--- src/rtl/load_store_unit_if.sv ---
// load_store_unit_if: core-side request/response and memory-side bus bundle for load_store_unit.
// Rev 1.0 - initial release.
`default_nettype none

interface load_store_unit_if;
   logic        start;
   logic        is_store;
   logic [31:0] addr;
   logic [31:0] wdata;
   logic [1:0]  data_size;
   logic        data_type;
   logic        busy;
   logic        done;
   logic [31:0] rdata;
   logic        misaligned;
   logic        timeout;
   logic        mem_req;
   logic        mem_we;
   logic [31:0] mem_addr;
   logic [3:0]  mem_be;
   logic [31:0] mem_wdata;
   logic        mem_ack;
   logic [31:0] mem_rdata;

   modport slave (
      input  start, is_store, addr, wdata, data_size, data_type, mem_ack, mem_rdata,
      output busy, done, rdata, misaligned, timeout,
             mem_req, mem_we, mem_addr, mem_be, mem_wdata
   );

   modport master (
      output start, is_store, addr, wdata, data_size, data_type, mem_ack, mem_rdata,
      input  busy, done, rdata, misaligned, timeout,
             mem_req, mem_we, mem_addr, mem_be, mem_wdata
   );
endinterface

`default_nettype wire

--- src/rtl/load_store_unit.sv ---
// load_store_unit: single-access LSU with lane steering, load extension, misalign and timeout faults.
// Rev 1.0 - initial release.
`default_nettype none

module load_store_unit #(
   parameter int TIMEOUT_CYCLES = 16
) (
   input wire logic          clk,
   input wire logic          rst_n,
   load_store_unit_if.slave  bus
);

   localparam int CW = $clog2(TIMEOUT_CYCLES + 1);

   typedef enum logic [1:0] {
      S_IDLE = 2'd0,
      S_REQ  = 2'd1,
      S_DONE = 2'd2
   } state_t;

   state_t        r_state, w_next;
   logic [CW-1:0] r_wait;
   logic          r_is_store, r_type, r_mis, r_tmo;
   logic [1:0]    r_size, r_lane;
   logic [31:0]   r_rdata;
   logic          r_mem_req, r_mem_we;
   logic [31:0]   r_mem_addr, r_mem_wdata;
   logic [3:0]    r_mem_be;

   logic          w_fault, w_ack_hit, w_expire;
   logic [3:0]    w_be;
   logic [31:0]   w_wdata, w_load;
   logic [7:0]    w_byte;
   logic [15:0]   w_half;

   assign w_fault   = (bus.data_size == 2'b11) ||
                      (bus.data_size == 2'b01 && bus.addr[0]) ||
                      (bus.data_size == 2'b10 && bus.addr[1:0] != 2'b00);
   assign w_ack_hit = (r_state == S_REQ) && bus.mem_ack;
   assign w_expire  = (r_state == S_REQ) && !bus.mem_ack && (r_wait == CW'(TIMEOUT_CYCLES - 1));

   // Lane steering is taken from the live inputs because it is registered on the accepting edge.
   always_comb begin
      w_be    = 4'b1111;
      w_wdata = bus.wdata;
      case (bus.data_size)
         2'b00: begin
            w_be    = 4'b0001 << bus.addr[1:0];
            w_wdata = {4{bus.wdata[7:0]}};
         end
         2'b01: begin
            w_be    = bus.addr[1] ? 4'b1100 : 4'b0011;
            w_wdata = {2{bus.wdata[15:0]}};
         end
         default: ;
      endcase
   end

   always_comb begin
      w_byte = bus.mem_rdata[7:0];
      case (r_lane)
         2'd1:    w_byte = bus.mem_rdata[15:8];
         2'd2:    w_byte = bus.mem_rdata[23:16];
         2'd3:    w_byte = bus.mem_rdata[31:24];
         default: w_byte = bus.mem_rdata[7:0];
      endcase
      w_half = r_lane[1] ? bus.mem_rdata[31:16] : bus.mem_rdata[15:0];
      case (r_size)
         2'b00:   w_load = {{24{~r_type & w_byte[7]}}, w_byte};
         2'b01:   w_load = {{16{~r_type & w_half[15]}}, w_half};
         default: w_load = bus.mem_rdata;
      endcase
   end

   always_ff @(posedge clk or negedge rst_n) begin
      if (!rst_n) r_state <= S_IDLE;
      else        r_state <= w_next;
   end

   always_comb begin
      w_next = r_state;
      case (r_state)
         S_IDLE:  if (bus.start) w_next = w_fault ? S_DONE : S_REQ;
         S_REQ:   if (w_ack_hit || w_expire) w_next = S_DONE;
         S_DONE:  w_next = S_IDLE;
         default: w_next = S_IDLE;
      endcase
   end

   always_ff @(posedge clk or negedge rst_n) begin
      if (!rst_n) begin
         r_wait      <= '0;
         r_is_store  <= 1'b0;
         r_type      <= 1'b0;
         r_mis       <= 1'b0;
         r_tmo       <= 1'b0;
         r_size      <= 2'b00;
         r_lane      <= 2'b00;
         r_rdata     <= '0;
         r_mem_req   <= 1'b0;
         r_mem_we    <= 1'b0;
         r_mem_addr  <= '0;
         r_mem_wdata <= '0;
         r_mem_be    <= '0;
      end else begin
         case (r_state)
            S_IDLE: if (bus.start) begin
               r_is_store <= bus.is_store;
               r_type     <= bus.data_type;
               r_size     <= bus.data_size;
               r_lane     <= bus.addr[1:0];
               r_mis      <= w_fault;
               r_tmo      <= 1'b0;
               r_rdata    <= '0;
               r_wait     <= '0;
               if (!w_fault) begin
                  r_mem_req   <= 1'b1;
                  r_mem_we    <= bus.is_store;
                  r_mem_addr  <= {bus.addr[31:2], 2'b00};
                  r_mem_be    <= w_be;
                  r_mem_wdata <= w_wdata;
               end
            end
            S_REQ: begin
               if (w_ack_hit) begin
                  r_mem_req <= 1'b0;
                  r_rdata   <= r_is_store ? 32'd0 : w_load;
               end else if (w_expire) begin
                  r_mem_req <= 1'b0;
                  r_tmo     <= 1'b1;
               end else begin
                  r_wait <= r_wait + CW'(1);
               end
            end
            S_DONE: begin
               r_mis <= 1'b0;
               r_tmo <= 1'b0;
            end
            default: ;
         endcase
      end
   end

   assign bus.busy       = (r_state != S_IDLE);
   assign bus.done       = (r_state == S_DONE);
   assign bus.rdata      = r_rdata;
   assign bus.misaligned = bus.done & r_mis;
   assign bus.timeout    = bus.done & r_tmo;
   assign bus.mem_req    = r_mem_req;
   assign bus.mem_we     = r_mem_we;
   assign bus.mem_addr   = r_mem_addr;
   assign bus.mem_be     = r_mem_be;
   assign bus.mem_wdata  = r_mem_wdata;

endmodule

`default_nettype wire

--- src/flat_wrapper.sv ---
// flat-port wrapper written by rule: the top's interface ports become plain ports
module load_store_unit_flat 
#(
   parameter int TIMEOUT_CYCLES = 16
)
  (clk, rst_n, bus_start, bus_is_store, bus_addr, bus_wdata, bus_data_size, bus_data_type, bus_mem_ack, bus_mem_rdata, bus_busy, bus_done, bus_rdata, bus_misaligned, bus_timeout, bus_mem_req, bus_mem_we, bus_mem_addr, bus_mem_be, bus_mem_wdata);
  load_store_unit_if bus_i ();
  input wire logic clk;
  input wire logic rst_n;
  input wire logic [$bits(bus_i.start)-1:0] bus_start;
  input wire logic [$bits(bus_i.is_store)-1:0] bus_is_store;
  input wire logic [$bits(bus_i.addr)-1:0] bus_addr;
  input wire logic [$bits(bus_i.wdata)-1:0] bus_wdata;
  input wire logic [$bits(bus_i.data_size)-1:0] bus_data_size;
  input wire logic [$bits(bus_i.data_type)-1:0] bus_data_type;
  input wire logic [$bits(bus_i.mem_ack)-1:0] bus_mem_ack;
  input wire logic [$bits(bus_i.mem_rdata)-1:0] bus_mem_rdata;
  output wire logic [$bits(bus_i.busy)-1:0] bus_busy;
  output wire logic [$bits(bus_i.done)-1:0] bus_done;
  output wire logic [$bits(bus_i.rdata)-1:0] bus_rdata;
  output wire logic [$bits(bus_i.misaligned)-1:0] bus_misaligned;
  output wire logic [$bits(bus_i.timeout)-1:0] bus_timeout;
  output wire logic [$bits(bus_i.mem_req)-1:0] bus_mem_req;
  output wire logic [$bits(bus_i.mem_we)-1:0] bus_mem_we;
  output wire logic [$bits(bus_i.mem_addr)-1:0] bus_mem_addr;
  output wire logic [$bits(bus_i.mem_be)-1:0] bus_mem_be;
  output wire logic [$bits(bus_i.mem_wdata)-1:0] bus_mem_wdata;
  assign bus_i.start = bus_start;
  assign bus_i.is_store = bus_is_store;
  assign bus_i.addr = bus_addr;
  assign bus_i.wdata = bus_wdata;
  assign bus_i.data_size = bus_data_size;
  assign bus_i.data_type = bus_data_type;
  assign bus_i.mem_ack = bus_mem_ack;
  assign bus_i.mem_rdata = bus_mem_rdata;
  assign bus_busy = bus_i.busy;
  assign bus_done = bus_i.done;
  assign bus_rdata = bus_i.rdata;
  assign bus_misaligned = bus_i.misaligned;
  assign bus_timeout = bus_i.timeout;
  assign bus_mem_req = bus_i.mem_req;
  assign bus_mem_we = bus_i.mem_we;
  assign bus_mem_addr = bus_i.mem_addr;
  assign bus_mem_be = bus_i.mem_be;
  assign bus_mem_wdata = bus_i.mem_wdata;
  load_store_unit #(.TIMEOUT_CYCLES(TIMEOUT_CYCLES)) u_core (.clk(clk), .rst_n(rst_n), .bus(bus_i));
endmodule
--- config.mk ---
export PLATFORM = sky130hd
export DESIGN_NAME = load_store_unit_flat
export DESIGN_NICKNAME = d
export VERILOG_FILES = /design/src/rtl/load_store_unit_if.sv /design/src/rtl/load_store_unit.sv /design/src/flat_wrapper.sv
export SDC_FILE = /design/constraint.sdc
export NUM_CORES = 1
export LEC_CHECK = 0
export BUFFER_PORTS_ARGS = -buffer_cell sky130_fd_sc_hd__buf_2
export CORE_MARGIN = 2
export CORE_UTILIZATION = 53
export DETAILED_ROUTE_END_ITERATION = 10
export PLACE_DENSITY = 0.86
export SETUP_SLACK_MARGIN = 0.15
export SLEW_MARGIN = 25
export SYNTH_ARGS = -nofsm -noshare
export SYNTH_HDL_FRONTEND = slang
export SYNTH_SLANG_ARGS = --single-unit
--- constraint.sdc ---
create_clock -name clk -period 3.8 [get_ports clk]
set_input_delay 0.38 -clock clk [delete_from_list [all_inputs] [get_ports clk]]
set_output_delay 0.38 -clock clk [all_outputs]
set_load 0.1 [all_outputs]
==> flow_metrics.env, run 1 <==
export IMPL_ys_types=42
export IMPL_viasPerCell=5.795
export IMPL_status="finished clean"
export IMPL_insertion_delay_ns=0.51
export IMPL_fmax_mhz=410.0
export IMPL_syn2layout_area_growth_pct=29.65
export IMPL_cts_tree="yes"
export IMPL_grt_ovfl_total=0
export IMPL_num_antenna_cells=0
export IMPL_ys_ff_latch=115
export IMPL_fin_util_pct=70.97
export IMPL_rows=36
export IMPL_slew_headroom_pct=38.41
export IMPL_cts_made_buffers=17
export IMPL_yosys_top_cells_area="dfrtp_1 54%, mux2_2 14%, o21ai_0 4.4%, mux2i_1 3.6%, a221o_1 3.2%"
export IMPL_synth_cells=454
export IMPL_synth_most_common_cell="dfrtp_1"
export IMPL_min_period_ns=2.439
export IMPL_ys_seq_area_share_pct=53.79
export IMPL_vias=4601
export IMPL_ant_nets=0
export IMPL_synthArstFlopShare_pct=100.0
export IMPL_ff2ff_path_depth=4
export IMPL_crit_fanout=20
export IMPL_grt_usage_pct=26.69
export IMPL_nets=757
export IMPL_synth_top_area_share_pct=53.79
export IMPL_drive_gt1_share_pct=47.20
export IMPL_synthFlopType="dfrtp_1"
export IMPL_cts_max_level=4
export IMPL_rsz0062_at_grt="no"
export IMPL_die_area_mm2=0.01091
export IMPL_setup_viol=0
export IMPL_cts_sinks=115
export IMPL_fill_cells=733
export IMPL_grt_max_degree=65
export IMPL_die_x_um=104.5
export IMPL_cts_root_buffer_cell="clkbuf_8"
export IMPL_slew_viol_final=0
export IMPL_finalHoldViolations=0
export IMPL_hold_class="primary input to register"
export IMPL_critPathCaptureType="register"
export IMPL_drc=0
export IMPL_routabilityCongestion=0.8900
export IMPL_ios=210
export IMPL_clockBufferDepth=2
export IMPL_routed_wl_um=14300
export IMPL_worstSetupPathType="register to register"
export IMPL_period_share_pct=64.18
export IMPL_antenna_found_initial=0
export IMPL_grt_first_pass_wirelength_um=22870
export IMPL_cp_arrival_ns=2.88
export IMPL_clk_pin_slew_ns=0.05
export IMPL_grt_pass1_vias=4600
export IMPL_maxCapViolCount=0
export IMPL_die_h_um=104.5
export IMPL_cp_required_ns=4.24
export IMPL_start_kind="register"
export IMPL_wl_per_cell_um=18.01
export IMPL_dp_hpwl_um=10330
export IMPL_initial_core_util_pct=54.74
export IMPL_fin_tns_setup_ns=0
export IMPL_synth_common_cells="115 x dfrtp_1, 67 x mux2_2, 47 x o21ai_0, 33 x nand2_1, 22 x clkbuf_1"
export IMPL_firstDrtPassIters=5
export IMPL_yosys_warnings=0
export IMPL_core_area_mm2=0.009774
export IMPL_synth_area_leader_cell="dfrtp_1"
export IMPL_drt_iter0_markers=242
export IMPL_synth_area_mm2=0.005350
export IMPL_max_slew_worst_pin_slew_ns=0.9238
export IMPL_synth_edf_count=0
export IMPL_io_buffer_count=207
export IMPL_fin_skew_ns=0.004683
export IMPL_avgSynthCellArea_um2=11.78
export IMPL_hold_depth=3
[layout make-up]
type	count	area, um2	share of cell area [%]
multi-input combinational	298	2303	33.21
tap	133	166.4	2.399
sequential	115	2878	41.49
clock inverter	7	37.54	0.5411
inverter	6	22.52	0.3247
clock buffer	22	442.9	6.385
timing repair buffer	213	1086	15.66
[state kept, by name, summed over array words and instances (netlist names)]
name,count
u_core.r_tmo,1
u_core.r_size,2
u_core.r_state,2
u_core.bus.mem_req,1
u_core.bus.mem_be,4
u_core.bus.mem_addr,30
u_core.r_lane,2
u_core.bus.mem_we,1
u_core.bus.rdata,32
u_core.r_mis,1
u_core.r_wait,5
u_core.r_is_store,1
u_core.bus.mem_wdata,32
u_core.r_type,1
[final timing paths]
kind                                 startpoint                       to  slack (ns)
setup / recovery               u_core.r_lane[1]     u_core.bus.rdata[20]        1.36
hold / removal                    bus_data_type            u_core.r_type        0.07
setup reg to reg               u_core.r_lane[1]     u_core.bus.rdata[20]        1.36
hold reg to reg            u_core.bus.rdata[14]     u_core.bus.rdata[14]        0.49
max in group asynchronous                 rst_n  u_core.bus.mem_addr[26]        2.57
min in group asynchronous                 rst_n     u_core.bus.rdata[16]        0.32
[metrics by stage]
stage               hold WS (ns)  setup WS, ns  cell area, um2  cells
global route             0.08320         1.233            6937    794
detailed placement        0.3147         1.297            6444    764
global placement          0.3225         1.384            6436    764
CTS                      0.05556         1.398            6934    794
finish                   0.06818         1.361            6937    794
floorplan                0.08441        0.6201            5354    455
[layer usage]
layer  GRT usage (%)  vias to the layer above  share of wire [%]
met5               0                        -                  0
met4           13.03                        0                3.1
met3           7.895                       37                8.1
met2           43.65                      251                 49
met1           32.26                     2245                 40
li1                -                     2068                  -
[what timing repair did]
item | CTS | global route
gates resized for setup | 0 | 0
endpoints found under the hold margin | 26 | 0
setup buffers | 0 | 0
endpoints found under the setup margin | 0 | 0
hold buffers | 1 | 0
[kinds of logic after synthesis]
logic type                 Yosys count  synth area share, %
AOI/OAI and AO/OA                  129                16.93
DFF                                115                53.79
muxes                               86                17.66
and+or+nand+nor                     76                7.063
buffers and inverters               42                3.531
xor gates and xnor gates             3               0.4912
adders and majority gates            2               0.4677
other                                1              0.07009
[cell usage in the layout (no fill, tap or decap), drive strengths merged, types with 2 or more instances in the layout]
cell | netlist | routed
nand2 | 33 | 33
a22o | 10 | 10
mux2 | 67 | 67
nor3b | 3 | 3
conb | 1 | 2
nand2b | 12 | 12
ha | 2 | 2
or3b | 2 | 2
clkinv | 0 | 6
clkbuf | 22 | 22
a32o | 10 | 10
nand3 | 5 | 5
and2 | 3 | 3
buf | 14 | 212
o21ai | 48 | 48
mux2i | 19 | 19
and3 | 2 | 2
dfrtp | 115 | 115
nor2 | 8 | 8
o22ai | 16 | 16
inv | 6 | 6
nor3 | 3 | 3
xor2 | 2 | 2
nor2b | 2 | 2
a221o | 17 | 17
o211ai | 4 | 4
a21oi | 16 | 16
[critical path, stage by stage, from the launching register on]
cell       delay, ns
dfrtp_1         0.79
nor2b_1         0.30
a22oi_4         0.16
a2111oi_4       0.89
a221o_1         0.23
Power of run 1 is not shown: default switching activity piles up to over one toggle a cycle in this logic, so the estimate is an artifact.
==> run 2, diff against run 1 <==
- ABC_AREA: not set -> 1
- CORE_UTILIZATION: 53 -> 49
- PLACE_DENSITY: 0.86 -> 0.8
- clock period: 3.8 -> 2.35 ns (I/O delays scaled with it)
==> run 2 against run 1 <==
Clock skew increased by 0.0077 ns. Critical endpoint is now bus_misaligned. Sequential share of layout area decreased by 3.8 points. Register-to-register slack got worse by 0.93 ns. Worst hold slack got worse by 0.046 ns. Via count increased by 23%. Critical path depth increased by 1.
==> flow_metrics.env, run 2 <==
export IMPL_status="finished clean"
export IMPL_grt_usage_pct=28.95
export IMPL_fin_skew_ns=0.01234
export IMPL_clockBufferDepth=2
export IMPL_synthMuxAreaShare_pct=0.5483
export IMPL_grt_max_degree=78
export IMPL_critPathCaptureType="primary output"
export IMPL_die_x_um=109.7
export IMPL_ios=210
export IMPL_yosys_warnings=0
export IMPL_synthFlopType="dfrtp_1"
export IMPL_synth_xor_area_share_pct=0
export IMPL_post_cts_buffers=0
export IMPL_synth_top_family_by_area="simple AND/OR/NAND/NOR gates"
export IMPL_finalHoldViolations=0
export IMPL_min_period_ns=1.933
export IMPL_worstSetupPathType="register to primary output"
export IMPL_die_h_um=109.7
export IMPL_period_share_pct=82.25
export IMPL_max_slew_worst_pin_slew_ns=0.9973
export IMPL_worst_slack_ns=0.4171
export IMPL_synth_most_common_cell="nand2_1"
export IMPL_ys_seq_area_share_pct=52.55
export IMPL_synthArstFlopShare_pct=100.0
export IMPL_dp_hpwl_um=11080
export IMPL_rsz0062_at_grt="no"
export IMPL_cp_required_ns=2.12
export IMPL_mostFrequentLayoutCell="nand2_1"
export IMPL_start_kind="register"
export IMPL_yosys_area_share_adder_pct=0.4569
export IMPL_slew_viol_final=0
export IMPL_initial_core_util_pct=50.30
export IMPL_synth_common_cells="291 x nand2_1, 115 x dfrtp_1, 56 x nor2_1, 40 x a21oi_1, 36 x o21ai_0"
export IMPL_cts_root_buffer_cell="clkbuf_8"
export IMPL_crit_slowest_cell="buf_2"
export IMPL_viasPerCell=5.181
export IMPL_grt_first_pass_wirelength_um=26650
export IMPL_maxCapViolCount=0
export IMPL_synth_cells=696
export IMPL_routabilityCongestion=0.8713
export IMPL_yosys_area_share_simple_pct=28.60
export IMPL_synth_edf_count=0
export IMPL_hold_class="primary input to register"
export IMPL_wl_per_cell_um=15.69
export IMPL_synth_top_area_share_pct=52.55
export IMPL_setup_viol=0
export IMPL_cts_sinks=115
export IMPL_num_antenna_cells=0
export IMPL_avgSynthCellArea_um2=7.869
export IMPL_core_area_mm2=0.01089
export IMPL_ys_ff_latch=115
export IMPL_max_stage_delay_ns=0.43
export IMPL_fmax_mhz=517.4
export IMPL_cts_max_level=4
export IMPL_die_area_mm2=0.01204
export IMPL_rows=38
export IMPL_crit_fanout=4
export IMPL_post_place_ws_ns=0.4338
export IMPL_layout_common_cells="291 x nand2_1, 206 x buf_2, 115 x dfrtp_1"
export IMPL_firstDrtPassIters=5
export IMPL_slew_headroom_pct=33.44
export IMPL_syn2layout_area_growth_pct=39.34
export IMPL_io_buffer_count=207
export IMPL_cts_made_buffers=17
export IMPL_insertion_delay_ns=0.51
export IMPL_crit_chain="inv_2 > nor2_4 > inv_1 > nor2_4 > buf_2"
export IMPL_cp_arrival_ns=1.70
export IMPL_routed_wl_um=17080
export IMPL_antenna_found_initial=0
export IMPL_ant_nets=0
export IMPL_grt_ovfl_total=0
export IMPL_clk_pin_slew_ns=0.06
export IMPL_vias=5642
export IMPL_ys_types=29
export IMPL_drive_gt1_share_pct=29.61
export IMPL_drt_iter0_markers=552
export IMPL_synth_compound_area_share_pct=10.97
export IMPL_cts_resized=0
export IMPL_synth_area_leader_cell="dfrtp_1"
export IMPL_cpMostUsedCell="nor2_4"
export IMPL_synth_area_mm2=0.005477
export IMPL_nets=1042
export IMPL_cts_tree="yes"
export IMPL_grt_pass1_vias=5472
export IMPL_fin_tns_setup_ns=0
export IMPL_yosys_top_cells_area="dfrtp_1 53%, nand2_1 20%, nor2_1 3.8%, a21oi_1 3.7%, o21ai_0 3.3%"
export IMPL_drc=0
==> run 2: layer usage <==
| layer | track usage (%) | share of wire (%) |
|---|---|---|
| met2 | 47.57 | 48 |
| met4 | 11.12 | 2.2 |
| met3 | 9.010 | 9.1 |
| met5 | 0 | 0 |
| met1 | 35.74 | 40 |
==> run 2: metrics by stage <==
stage	utilization (%)	std cells	cell area, um2	hold slack (ns)
2_1_floorplan	-	697	5503	-0.06059
3_3_place_gp	60.47	1018	6584	0.1555
3_5_place_dp	60.47	1018	6584	0.1544
4_1_cts	70.09	1089	7631	0.002945
5_1_grt	70.09	1089	7631	0.01877
6_report	70.09	1089	7631	0.02255
==> run 2: worst paths after layout <==
| path | slack (ns) | end | depth (start not counted) | start |
|---|---|---|---|---|
| worst max-delay path | 0.42 | bus_misaligned | 5 | u_core.r_state[1] |
| worst min-delay path | 0.02 | u_core.bus.mem_wdata[21] | 3 | bus_wdata[21] |
| worst max register to register | 0.43 | u_core.bus.mem_addr[2] | 7 | u_core.r_state[0] |
| worst min register to register | 0.47 | u_core.bus.rdata[27] | 2 | u_core.bus.rdata[27] |
| max in group asynchronous | 1.54 | u_core.bus.rdata[20] | 3 | rst_n |
| min in group asynchronous | 0.16 | u_core.bus.rdata[1] | 2 | rst_n |
==> run 2: critical path: cells and delay by family (launching register included) <==
| kind | cells | cell delay [ns] |
|---|---|---|
| buffers and inverters | 3 | 0.62 |
| DFF | 1 | 0.39 |
| and+or+nand+nor | 2 | 0.18 |
==> run 2: cell families (layout without fill, tap and decap cells) <==
group / after synthesis / in the layout
fa+ha+maj: 2 / 2
flops: 115 / 115
mux: 3 / 3
compound gates: 110 / 110
buf+inv: 73 / 325
simple gates: 392 / 392
other cells: 1 / 2
==> run 2: area by class of cell <==
| type | count | area, um2 |
|---|---|---|
| inverters | 38 | 142.6 |
| clock buffers | 20 | 455.4 |
| repair buffers | 255 | 1521 |
| multi-input cells | 509 | 2257 |
| clock inverters | 12 | 201.4 |
| flip-flops and latches | 115 | 2878 |
| well taps | 140 | 175.2 |
| fillers | 838 | 3257 |
==> run 2: what timing repair did <==
item	CTS	global route
endpoints found under the setup margin	0	0
endpoints found under the hold margin	107	0
hold buffers	39	0
Power of run 2 is left out for the same reason.
